$ cat src/rtl/falafel_header_lsu_if.sv
// falafel_header_lsu_if: request/response and memory port bundle for the header LSU.
// Signal suffixes (_i/_o) are from the LSU's point of view. The LSU connects through
// the slave modport; the allocator FSM plus memory side (or a bench) uses master.
interface falafel_header_lsu_if #(
  parameter int unsigned DATA_W = 64
) ();
  // Request from the allocator control FSM
  logic              req_val_i;
  logic              req_rdy_o;
  logic [2:0]        req_op_i;
  logic [DATA_W-1:0] req_addr_i;
  logic [DATA_W-1:0] req_size_i;
  logic [DATA_W-1:0] req_next_addr_i;
  logic [DATA_W-1:0] lock_ptr_i;
  logic [DATA_W-1:0] lock_id_i;
  // Response back to the allocator
  logic              rsp_val_o;
  logic              rsp_rdy_i;
  logic [DATA_W-1:0] rsp_addr_o;
  logic [DATA_W-1:0] rsp_size_o;
  logic [DATA_W-1:0] rsp_next_addr_o;
  logic              rsp_err_o;
  // Memory request channel
  logic              mem_req_val_o;
  logic              mem_req_rdy_i;
  logic              mem_req_we_o;
  logic              mem_req_cas_o;
  logic [DATA_W-1:0] mem_req_addr_o;
  logic [DATA_W-1:0] mem_req_wdata_o;
  logic [DATA_W-1:0] mem_req_cmp_o;
  // Memory response channel
  logic              mem_rsp_val_i;
  logic [DATA_W-1:0] mem_rsp_rdata_i;

  modport slave (
    input  req_val_i, req_op_i, req_addr_i, req_size_i, req_next_addr_i,
    input  lock_ptr_i, lock_id_i, rsp_rdy_i, mem_req_rdy_i, mem_rsp_val_i, mem_rsp_rdata_i,
    output req_rdy_o, rsp_val_o, rsp_addr_o, rsp_size_o, rsp_next_addr_o, rsp_err_o,
    output mem_req_val_o, mem_req_we_o, mem_req_cas_o, mem_req_addr_o, mem_req_wdata_o,
    output mem_req_cmp_o
  );

  modport master (
    output req_val_i, req_op_i, req_addr_i, req_size_i, req_next_addr_i,
    output lock_ptr_i, lock_id_i, rsp_rdy_i, mem_req_rdy_i, mem_rsp_val_i, mem_rsp_rdata_i,
    input  req_rdy_o, rsp_val_o, rsp_addr_o, rsp_size_o, rsp_next_addr_o, rsp_err_o,
    input  mem_req_val_o, mem_req_we_o, mem_req_cas_o, mem_req_addr_o, mem_req_wdata_o,
    input  mem_req_cmp_o
  );
endinterface

$ cat src/rtl/falafel_header_lsu.sv
// falafel_header_lsu: executes allocator header operations (LOCK, UNLOCK, LOAD,
// EDIT_SIZE_AND_NEXT_ADDR, EDIT_NEXT_ADDR) over a single-word memory port, one at a time.
// Header = two words: size at addr, next_addr at addr + DATA_W/8 (wrapping).
// Optional feature macro: FALAFEL_LSU_LOCK_TIMEOUT_EN -- LOCK gives up with an error after
// LOCK_RETRY_MAX failed CAS attempts; without it LOCK retries forever.
module falafel_header_lsu #(
  parameter int unsigned DATA_W         = 64,
  parameter int unsigned LOCK_RETRY_MAX = 16
) (
  input logic                 clk_i,
  input logic                 rst_i,
  falafel_header_lsu_if.slave bus
);
  localparam logic [2:0] OpLock   = 3'd0;
  localparam logic [2:0] OpUnlock = 3'd1;
  localparam logic [2:0] OpLoad   = 3'd2;
  localparam logic [2:0] OpEditSn = 3'd3;
  localparam logic [2:0] OpEditN  = 3'd4;

  localparam logic [DATA_W-1:0] WordBytes = DATA_W'(DATA_W / 8);

  if ((DATA_W % 8) != 0 || DATA_W < 16 || LOCK_RETRY_MAX < 1) begin : g_bad_params
    $error("falafel_header_lsu: DATA_W must be a multiple of 8 >= 16, LOCK_RETRY_MAX >= 1");
  end

  typedef enum logic [1:0] {StIdle, StMemReq, StMemWait, StRsp} state_e;

  state_e            r_state, w_state_d;
  logic [2:0]        r_op, w_op_d;
  logic [DATA_W-1:0] r_addr, w_addr_d;
  logic [DATA_W-1:0] r_size, w_size_d;
  logic [DATA_W-1:0] r_next, w_next_d;
  logic [DATA_W-1:0] r_lock_ptr, w_lock_ptr_d;
  logic [DATA_W-1:0] r_lock_id, w_lock_id_d;
  logic              r_w, w_w_d;
  logic [DATA_W-1:0] r_rsp_addr, w_rsp_addr_d;
  logic [DATA_W-1:0] r_rsp_size, w_rsp_size_d;
  logic [DATA_W-1:0] r_rsp_next, w_rsp_next_d;
  logic              r_rsp_err, w_rsp_err_d;

`ifdef FALAFEL_LSU_LOCK_TIMEOUT_EN
  localparam int unsigned RetryW = $clog2(LOCK_RETRY_MAX + 1);
  logic [RetryW-1:0] r_retry, w_retry_d;
`endif

  logic [DATA_W-1:0] w_addr_hi;
  assign w_addr_hi = r_addr + WordBytes;  // wraps modulo 2^DATA_W

  // State and captured-request registers, synchronous reset
  always_ff @(posedge clk_i) begin
    if (rst_i) begin
      r_state    <= StIdle;
      r_op       <= '0;
      r_addr     <= '0;
      r_size     <= '0;
      r_next     <= '0;
      r_lock_ptr <= '0;
      r_lock_id  <= '0;
      r_w        <= 1'b0;
      r_rsp_addr <= '0;
      r_rsp_size <= '0;
      r_rsp_next <= '0;
      r_rsp_err  <= 1'b0;
`ifdef FALAFEL_LSU_LOCK_TIMEOUT_EN
      r_retry    <= '0;
`endif
    end else begin
      r_state    <= w_state_d;
      r_op       <= w_op_d;
      r_addr     <= w_addr_d;
      r_size     <= w_size_d;
      r_next     <= w_next_d;
      r_lock_ptr <= w_lock_ptr_d;
      r_lock_id  <= w_lock_id_d;
      r_w        <= w_w_d;
      r_rsp_addr <= w_rsp_addr_d;
      r_rsp_size <= w_rsp_size_d;
      r_rsp_next <= w_rsp_next_d;
      r_rsp_err  <= w_rsp_err_d;
`ifdef FALAFEL_LSU_LOCK_TIMEOUT_EN
      r_retry    <= w_retry_d;
`endif
    end
  end

  // Next-state: request capture, word sequencing, CAS retry, response fill
  always_comb begin
    w_state_d    = r_state;
    w_op_d       = r_op;
    w_addr_d     = r_addr;
    w_size_d     = r_size;
    w_next_d     = r_next;
    w_lock_ptr_d = r_lock_ptr;
    w_lock_id_d  = r_lock_id;
    w_w_d        = r_w;
    w_rsp_addr_d = r_rsp_addr;
    w_rsp_size_d = r_rsp_size;
    w_rsp_next_d = r_rsp_next;
    w_rsp_err_d  = r_rsp_err;
`ifdef FALAFEL_LSU_LOCK_TIMEOUT_EN
    w_retry_d    = r_retry;
`endif

    case (r_state)
      StIdle: begin
        if (bus.req_val_i) begin
          w_op_d       = bus.req_op_i;
          w_addr_d     = bus.req_addr_i;
          w_size_d     = bus.req_size_i;
          w_next_d     = bus.req_next_addr_i;
          w_lock_ptr_d = bus.lock_ptr_i;
          w_lock_id_d  = bus.lock_id_i;
          w_w_d        = 1'b0;
          w_rsp_err_d  = 1'b0;
          w_state_d    = StMemReq;
`ifdef FALAFEL_LSU_LOCK_TIMEOUT_EN
          w_retry_d    = '0;
`endif
          // Preload the response with whatever the op echoes; reads fill the rest later
          case (bus.req_op_i)
            OpLock, OpUnlock: begin
              w_rsp_addr_d = bus.lock_ptr_i;
              w_rsp_size_d = '0;
              w_rsp_next_d = '0;
            end
            OpLoad: begin
              w_rsp_addr_d = bus.req_addr_i;
              w_rsp_size_d = '0;
              w_rsp_next_d = '0;
            end
            OpEditSn, OpEditN: begin
              w_rsp_addr_d = bus.req_addr_i;
              w_rsp_size_d = bus.req_size_i;
              w_rsp_next_d = bus.req_next_addr_i;
            end
            default: begin
              w_rsp_addr_d = bus.req_addr_i;
              w_rsp_size_d = bus.req_size_i;
              w_rsp_next_d = bus.req_next_addr_i;
              w_rsp_err_d  = 1'b1;
              w_state_d    = StRsp;
            end
          endcase
        end
      end

      StMemReq: begin
        if (bus.mem_req_rdy_i) begin
          w_state_d = StMemWait;
        end
      end

      StMemWait: begin
        if (bus.mem_rsp_val_i) begin
          case (r_op)
            OpLoad: begin
              if (!r_w) begin
                w_rsp_size_d = bus.mem_rsp_rdata_i;
                w_w_d        = 1'b1;
                w_state_d    = StMemReq;
              end else begin
                w_rsp_next_d = bus.mem_rsp_rdata_i;
                w_state_d    = StRsp;
              end
            end
            OpEditSn: begin
              if (!r_w) begin
                w_w_d     = 1'b1;
                w_state_d = StMemReq;
              end else begin
                w_state_d = StRsp;
              end
            end
            OpLock: begin
              w_rsp_next_d = bus.mem_rsp_rdata_i;
              if (bus.mem_rsp_rdata_i == '0) begin
                w_state_d = StRsp;
              end else begin
`ifdef FALAFEL_LSU_LOCK_TIMEOUT_EN
                if (r_retry == RetryW'(LOCK_RETRY_MAX - 1)) begin
                  w_rsp_err_d = 1'b1;
                  w_state_d   = StRsp;
                end else begin
                  w_retry_d = r_retry + RetryW'(1);
                  w_state_d = StMemReq;
                end
`else
                w_state_d = StMemReq;
`endif
              end
            end
            default: begin
              w_state_d = StRsp;
            end
          endcase
        end
      end

      StRsp: begin
        if (bus.rsp_rdy_i) begin
          w_state_d = StIdle;
        end
      end

      default: begin
        w_state_d = StIdle;
      end
    endcase
  end

  // Memory request fields, decoded from registered state so they hold steady while stalled
  always_comb begin
    bus.mem_req_val_o   = 1'b0;
    bus.mem_req_we_o    = 1'b0;
    bus.mem_req_cas_o   = 1'b0;
    bus.mem_req_addr_o  = '0;
    bus.mem_req_wdata_o = '0;
    bus.mem_req_cmp_o   = '0;  // compare value is always EMPTY_KEY (0)
    if (r_state == StMemReq) begin
      bus.mem_req_val_o = 1'b1;
      case (r_op)
        OpLock: begin
          bus.mem_req_cas_o   = 1'b1;
          bus.mem_req_addr_o  = r_lock_ptr;
          bus.mem_req_wdata_o = r_lock_id;
        end
        OpUnlock: begin
          bus.mem_req_we_o   = 1'b1;
          bus.mem_req_addr_o = r_lock_ptr;
        end
        OpLoad: begin
          bus.mem_req_addr_o = r_w ? w_addr_hi : r_addr;
        end
        OpEditSn: begin
          bus.mem_req_we_o    = 1'b1;
          bus.mem_req_addr_o  = r_w ? w_addr_hi : r_addr;
          bus.mem_req_wdata_o = r_w ? r_next : r_size;
        end
        default: begin
          bus.mem_req_we_o    = 1'b1;
          bus.mem_req_addr_o  = w_addr_hi;
          bus.mem_req_wdata_o = r_next;
        end
      endcase
    end
  end

  // Handshake and response outputs
  always_comb begin
    bus.req_rdy_o       = (r_state == StIdle);
    bus.rsp_val_o       = (r_state == StRsp);
    bus.rsp_addr_o      = r_rsp_addr;
    bus.rsp_size_o      = r_rsp_size;
    bus.rsp_next_addr_o = r_rsp_next;
    bus.rsp_err_o       = r_rsp_err;
  end
endmodule
$ cat src/flat_wrapper.sv
// flat-port wrapper written by rule: the top's interface ports become plain ports
module falafel_header_lsu_flat 
#(
  parameter int unsigned DATA_W         = 64,
  parameter int unsigned LOCK_RETRY_MAX = 16
)
  (clk_i, rst_i, bus_req_val_i, bus_req_op_i, bus_req_addr_i, bus_req_size_i, bus_req_next_addr_i, bus_lock_ptr_i, bus_lock_id_i, bus_rsp_rdy_i, bus_mem_req_rdy_i, bus_mem_rsp_val_i, bus_mem_rsp_rdata_i, bus_req_rdy_o, bus_rsp_val_o, bus_rsp_addr_o, bus_rsp_size_o, bus_rsp_next_addr_o, bus_rsp_err_o, bus_mem_req_val_o, bus_mem_req_we_o, bus_mem_req_cas_o, bus_mem_req_addr_o, bus_mem_req_wdata_o, bus_mem_req_cmp_o);
  falafel_header_lsu_if #(.DATA_W(DATA_W)) bus_i ();
  input logic clk_i;
  input logic rst_i;
  input wire logic [$bits(bus_i.req_val_i)-1:0] bus_req_val_i;
  input wire logic [$bits(bus_i.req_op_i)-1:0] bus_req_op_i;
  input wire logic [$bits(bus_i.req_addr_i)-1:0] bus_req_addr_i;
  input wire logic [$bits(bus_i.req_size_i)-1:0] bus_req_size_i;
  input wire logic [$bits(bus_i.req_next_addr_i)-1:0] bus_req_next_addr_i;
  input wire logic [$bits(bus_i.lock_ptr_i)-1:0] bus_lock_ptr_i;
  input wire logic [$bits(bus_i.lock_id_i)-1:0] bus_lock_id_i;
  input wire logic [$bits(bus_i.rsp_rdy_i)-1:0] bus_rsp_rdy_i;
  input wire logic [$bits(bus_i.mem_req_rdy_i)-1:0] bus_mem_req_rdy_i;
  input wire logic [$bits(bus_i.mem_rsp_val_i)-1:0] bus_mem_rsp_val_i;
  input wire logic [$bits(bus_i.mem_rsp_rdata_i)-1:0] bus_mem_rsp_rdata_i;
  output wire logic [$bits(bus_i.req_rdy_o)-1:0] bus_req_rdy_o;
  output wire logic [$bits(bus_i.rsp_val_o)-1:0] bus_rsp_val_o;
  output wire logic [$bits(bus_i.rsp_addr_o)-1:0] bus_rsp_addr_o;
  output wire logic [$bits(bus_i.rsp_size_o)-1:0] bus_rsp_size_o;
  output wire logic [$bits(bus_i.rsp_next_addr_o)-1:0] bus_rsp_next_addr_o;
  output wire logic [$bits(bus_i.rsp_err_o)-1:0] bus_rsp_err_o;
  output wire logic [$bits(bus_i.mem_req_val_o)-1:0] bus_mem_req_val_o;
  output wire logic [$bits(bus_i.mem_req_we_o)-1:0] bus_mem_req_we_o;
  output wire logic [$bits(bus_i.mem_req_cas_o)-1:0] bus_mem_req_cas_o;
  output wire logic [$bits(bus_i.mem_req_addr_o)-1:0] bus_mem_req_addr_o;
  output wire logic [$bits(bus_i.mem_req_wdata_o)-1:0] bus_mem_req_wdata_o;
  output wire logic [$bits(bus_i.mem_req_cmp_o)-1:0] bus_mem_req_cmp_o;
  assign bus_i.req_val_i = bus_req_val_i;
  assign bus_i.req_op_i = bus_req_op_i;
  assign bus_i.req_addr_i = bus_req_addr_i;
  assign bus_i.req_size_i = bus_req_size_i;
  assign bus_i.req_next_addr_i = bus_req_next_addr_i;
  assign bus_i.lock_ptr_i = bus_lock_ptr_i;
  assign bus_i.lock_id_i = bus_lock_id_i;
  assign bus_i.rsp_rdy_i = bus_rsp_rdy_i;
  assign bus_i.mem_req_rdy_i = bus_mem_req_rdy_i;
  assign bus_i.mem_rsp_val_i = bus_mem_rsp_val_i;
  assign bus_i.mem_rsp_rdata_i = bus_mem_rsp_rdata_i;
  assign bus_req_rdy_o = bus_i.req_rdy_o;
  assign bus_rsp_val_o = bus_i.rsp_val_o;
  assign bus_rsp_addr_o = bus_i.rsp_addr_o;
  assign bus_rsp_size_o = bus_i.rsp_size_o;
  assign bus_rsp_next_addr_o = bus_i.rsp_next_addr_o;
  assign bus_rsp_err_o = bus_i.rsp_err_o;
  assign bus_mem_req_val_o = bus_i.mem_req_val_o;
  assign bus_mem_req_we_o = bus_i.mem_req_we_o;
  assign bus_mem_req_cas_o = bus_i.mem_req_cas_o;
  assign bus_mem_req_addr_o = bus_i.mem_req_addr_o;
  assign bus_mem_req_wdata_o = bus_i.mem_req_wdata_o;
  assign bus_mem_req_cmp_o = bus_i.mem_req_cmp_o;
  falafel_header_lsu #(.DATA_W(DATA_W), .LOCK_RETRY_MAX(LOCK_RETRY_MAX)) u_core (.clk_i(clk_i), .rst_i(rst_i), .bus(bus_i));
endmodule
$ cat config.mk
export PLATFORM = sky130hd
export DESIGN_NAME = falafel_header_lsu_flat
export DESIGN_NICKNAME = d
export VERILOG_FILES = /design/src/rtl/falafel_header_lsu_if.sv /design/src/rtl/falafel_header_lsu.sv /design/src/flat_wrapper.sv
export SDC_FILE = /design/constraint.sdc
export NUM_CORES = 1
export LEC_CHECK = 0
export CAP_MARGIN = 30
export CORE_AREA = 2 2 304 306
export DETAILED_ROUTE_END_ITERATION = 16
export DIE_AREA = 0 0 306 308
export HOLD_SLACK_MARGIN = 0.05
export PLACE_DENSITY_LB_ADDON = 0.08
export SYNTH_ARGS = -nofsm -noshare
export SYNTH_HDL_FRONTEND = slang
export SYNTH_SLANG_ARGS = --single-unit
$ cat constraint.sdc
create_clock -name clk_i -period 6.9 [get_ports clk_i]
set_clock_uncertainty 0.05 [all_clocks]
set_input_delay 1.725 -clock clk_i [delete_from_list [all_inputs] [get_ports clk_i]]
set_output_delay 1.725 -clock clk_i [all_outputs]
set_load 0.03 [all_outputs]
# Word-level counts from Yosys, hierarchy flattened
# Cells that the tools add are included.
dict set report op_classes {
  add_sub_neg 1
  eq_ne 19
  mux 38
  reduce_logical 17
}
# cell n
set op_table {}
lappend op_table {{$mux 64} 14}
lappend op_table {{$pmux 64 s2} 4}
lappend op_table {{$pmux 64 s3} 1}
lappend op_table {{$add 64x4->64 const B} 1}
lappend op_table {{$logic_not 64->1} 1}
lappend op_table {{$mux 2} 7}
lappend op_table {{$eq 3x2->1 const B} 4}
lappend op_table {{$ne 2x2->1 const B} 6}
lappend op_table {{$reduce_and 5->1} 2}
lappend op_table {{$reduce_or 2->1} 5}
lappend op_table {{$mux 1} 9}
lappend op_table {{$pmux 2 s4} 1}
lappend op_table {{$reduce_and 4->1} 2}
lappend op_table {{$eq 3x1->1 const B} 2}
lappend op_table {{$logic_not 3->1} 2}
lappend op_table {{$reduce_or 5->1} 1}
lappend op_table {{$eq 2x2->1 const B} 2}
lappend op_table {{$pmux 2 s2} 1}
lappend op_table {{$eq 3x3->1 const B} 1}
lappend op_table {{$ne 3x1->1 const B} 1}
lappend op_table {{$ne 3x2->1 const B} 1}
lappend op_table {{$reduce_or 3->1} 1}
lappend op_table {{$eq 2x1->1 const B} 1}
lappend op_table {{$logic_not 2->1} 1}
lappend op_table {{4 further kinds} 4}
dict set report word_totals {
  ff_bits 519
  output_inout_bits 390
  elab_cells 87
}

# Depth between registers and ports, before layout
dict set report logic_depth {
  ltp_word 5
  depth_mapped 9
  depth_no_buf 6
}

# Least setup slack after synthesis
# No wires, ideal clock.
dict set report synth_path {
  path_kind {register to output}
  startpoint {register u_core.r_addr[3]}
  endpoint {output port bus_mem_req_addr_o[33]}
  arrival_time_ns 2.577
  t_required_ns 5.125
  setup_slack_ns 2.548
  stages_incl_launch_ff 9
  n_path_buf 2
  path_cell_list {dfxtp_1 ha_1 clkbuf_1 nand3_1 or4_1 or2_1 clkbuf_1 o21ai_1 nor3b_1}
}
dict set report synth_via {
  elab_chain_len 4
}
# item line_no
set synth_lines {}
lappend synth_lines {{start, declared} falafel_header_lsu.sv:30} ;# logic [DATA_W-1:0] r_addr, w_addr_d;
lappend synth_lines {{start signal, assigned} falafel_header_lsu.sv:70} ;# r_addr <= w_addr_d;
lappend synth_lines {{$add 64x4->64 *} falafel_header_lsu.sv:47} ;# assign w_addr_hi = r_addr + WordBytes;
lappend synth_lines {{$mux 64} {falafel_header_lsu.sv:232, falafel_header_lsu.sv:236}}
lappend synth_lines {{$pmux 64 s2 *} falafel_header_lsu.sv:221} ;# case (r_op)
lappend synth_lines {{$mux 64 *} falafel_header_lsu.sv:219} ;# if (r_state == StMemReq) begin
lappend synth_lines {{end, declared} flat_wrapper.sv:31} ;# output wire logic [$bits(bus_i.mem_req_addr_o)-1:0] bus_mem_req_addr_o;
# Every way passes the cells marked *; elsewhere a longest branch is shown, timed or not.

# Final worst setup path
dict set report layout_path {
  startpoint {register u_core.r_addr[5]}
  endpoint {output port bus_mem_req_addr_o[56]}
}
# Same word-level chain as after synthesis.

==> out/qor.yml <==
htreeDepth: 3
num_rows: 111
wl_per_cell_microns: 23.6
start_util_pct: 27.6
synth.area.top_cells: "dfxtp_1, nand2_1, a21oi_1"
powerDensity_mw_per_mm2: 285
rr_worst_depth: 6
synth_cells: 3423
slew_viol_final: 0
p_leak_uw: 0.0119
syn_area_sq_mm: 0.0251
r2r_end: "u_core.bus.rsp_size_o[30]"
min_period_ps: 5730
rsz0062_at_grt: "false"
numPortBuffers: 718
dp_hpwl_mm: 85.8
synth_edf_count: 0
grt_pass1_vias: 25500
worstMarginPinSlew_ps: 990
reg2reg_from: "u_core.r_op[1]"
clockRootBuffer: "clkbuf_16"
status: "finished clean"
fmax_ghz: 0.175
fin_setup_tns_ps: 0
grt-ovfl-total: 0
grt_pass1_wl_mm: 176
relSlewSlack_pct: 34.0
synth-seq-area-share_pct: 41.4
clkSinkCount: 519
r2r_slack_ps: 3360
finalWirelength_mm: 122
vdd_ir_drop_max_mv: 0.157
worstPathMaxFanout: 11
min-delay-start: "u_core.r_lock_ptr[34]"
end_kind: "output port"
ctsHoldBuffers: 0
stdcell_count: 5172
core_area_sq_mm: 0.0910
async_reset_ff_share_pct: 0
firstDrtPassIters: 5
antenna_found_initial: 20
via_count: 26800
placed_cell_area_sq_mm: 0.0327
syn_avg_cell_area_sq_um: 7.33
worstSkewPairLatency_ps: 600
grt_max_degree: 182
ios: 783
drive_gt1_share_pct: 4.43
finalHoldViolCount: 0
place_inst: 5037
design_area_sq_mm: 0.0349
synthDistinctLibCells: 62
clkTransAtPathRegs_ps: 60
dieArea_sq_mm: 0.0942
cp.required_ps: 5120
yosysWarnings: 0
synth.top_cell.area_share_pct: 41.4
yosys-top-cells-count: "nand2_1, dfxtp_1, nor2_1"
drt_iter0_drc: 2036
fin_util_pct: 38.3
cts-buffers-inserted: 66
critPathArrivalTime_ps: 3950
ant_nets: 0
die_height_microns: 308
cts_max_path_buffers: 3
synth_area_leader_cell: "dfxtp_1"
setup_viol: 0
tritoncts: "built"
route.detailed.drc: 0
synth_flop_cell: "dfxtp_1"
fin_crit_sh_pct: 83.0
grtUsageTotal_pct: 24.8
nets: 4313
syn2layout_area_growth_pct: 39.0
hp-class: "register to register"
critPathLaunchType: "register"
fill_cells: 9676
via_per_inst: 5.17
post_cts.repair.setup_buffers: 0
die_width_microns: 306
globalplace.congestion: 0.848
path_class: "register to output port"
cts_resized: 0
yosysMostFrequentCell: "nand2_1"
maxCapViolations: 0
min_to: "u_core.r_lock_ptr[34]"
min_path_cells: 2
synth_seq_cells: 519
-- sequential cells by signal (all words and copies together), names as in the netlist, 64 cells and up --
signal and cells:
u_core.bus.rsp_addr_o 64, u_core.r_next 64, u_core.r_size 64, u_core.r_lock_ptr 64, u_core.r_addr 64, u_core.bus.rsp_next_addr_o 64, u_core.bus.rsp_size_o 64, u_core.r_lock_id 64
-- how the worst max path moves through the flow --
stage	startpoint	to	depth (start not counted)
6_report	u_core.r_addr[5]	bus_mem_req_addr_o[56]	6
5_1_grt	u_core.r_addr[5]	bus_mem_req_addr_o[56]	6
4_1_cts	u_core.r_addr[5]	bus_mem_req_addr_o[56]	6
3_3_place_gp	u_core.r_addr[5]	bus_mem_req_addr_o[56]	6
2_1_floorplan	u_core.r_addr[3]	bus_mem_req_addr_o[33]	8
3_5_place_dp	u_core.r_addr[5]	bus_mem_req_addr_o[56]	6
-- final cells by class --
class                      count  area [sq um]  share of cell area (%)
timing repair buffer         759          7640                    21.9
multi-input combinational   2502         12900                    37.0
clock inverter                22           204                   0.585
clock buffer                  99          1930                    5.53
inverter                      71           267                   0.764
sequential                   519         10400                    29.8
antenna                       14          35.0                   0.100
tap                         1186          1480                    4.26
-- cell usage in the layout (no fill, tap or decap), drive strengths merged, types with 5 or more instances in the layout --
cell and count:
nand2 826, clkdlybuf4s50 715, dfxtp 519, nor2 388, a21oi 369, a211oi 148, a22oi 129, clkbuf 99
o21ai 98, inv 75, a311oi 69, o22ai 65, a221oi 64, conb 64, buf 44, nor3 37
o221ai 36, nand4 35, nor4 34, nand3 21, and4 17, clkinv 15, diode 14, and3 12
xnor2 12, nand2b 12, mux2i 11, or3 7, o31ai 5, and2 5
-- metal layers --
layer	routed length [microns]	share of wire [%]	vias to the layer above	global-route usage, %
li1	-	-	12900	-
met1	50800	42	12800	31.0
met2	58700	48	886	41.5
met3	8700	7.1	169	5.94
met4	3880	3.2	10	8.72
met5	72	0.059	-	0
-- per-stage QoR --
| stage | setup slack (ps) | hold WS (ps) | total power, uW |
|---|---|---|---|
| 6_report | 1170 | 403 | 9940 |
| 5_1_grt | 951 | 418 | 10400 |
| 4_1_cts | 1120 | 404 | 10100 |
| 3_5_place_dp | 1780 | 396 | 6530 |
| 3_3_place_gp | 1810 | 390 | 6520 |
| 2_1_floorplan | 2550 | 382 | 5260 |
-- cells by family (layout without fill, tap and decap cells) --
logic type / count (synthesis) / in the layout / share of synthesized area, %
compound gates: 998 / 998 / 25.8
xor+xnor: 13 / 13 / 0.454
fa+ha+maj: 1 / 1 / 0.0499
buf+inv: 465 / 951 / 8.31
flops: 519 / 519 / 41.4
mux: 13 / 13 / 0.529
other cells: 1 / 78 / 0.0150
simple gates: 1413 / 1413 / 23.4
-- critical path, stage by stage (launching register included) --
cell	delay [ps]
dfxtp_1	530
and4_1	430
nand4_2	330
nor4_1	840
nor2_1	120
nor3_1	360
clkdlybuf4s50_1	740
-- power by group --
part	internal, uW	total [uW]	switching, uW
Clock	2030	3500	1470
Sequential	3340	3600	263
Combinational	1020	2840	1820
Total	6390	9940	3550
Note: power is estimated with default switching activity, not from simulation.
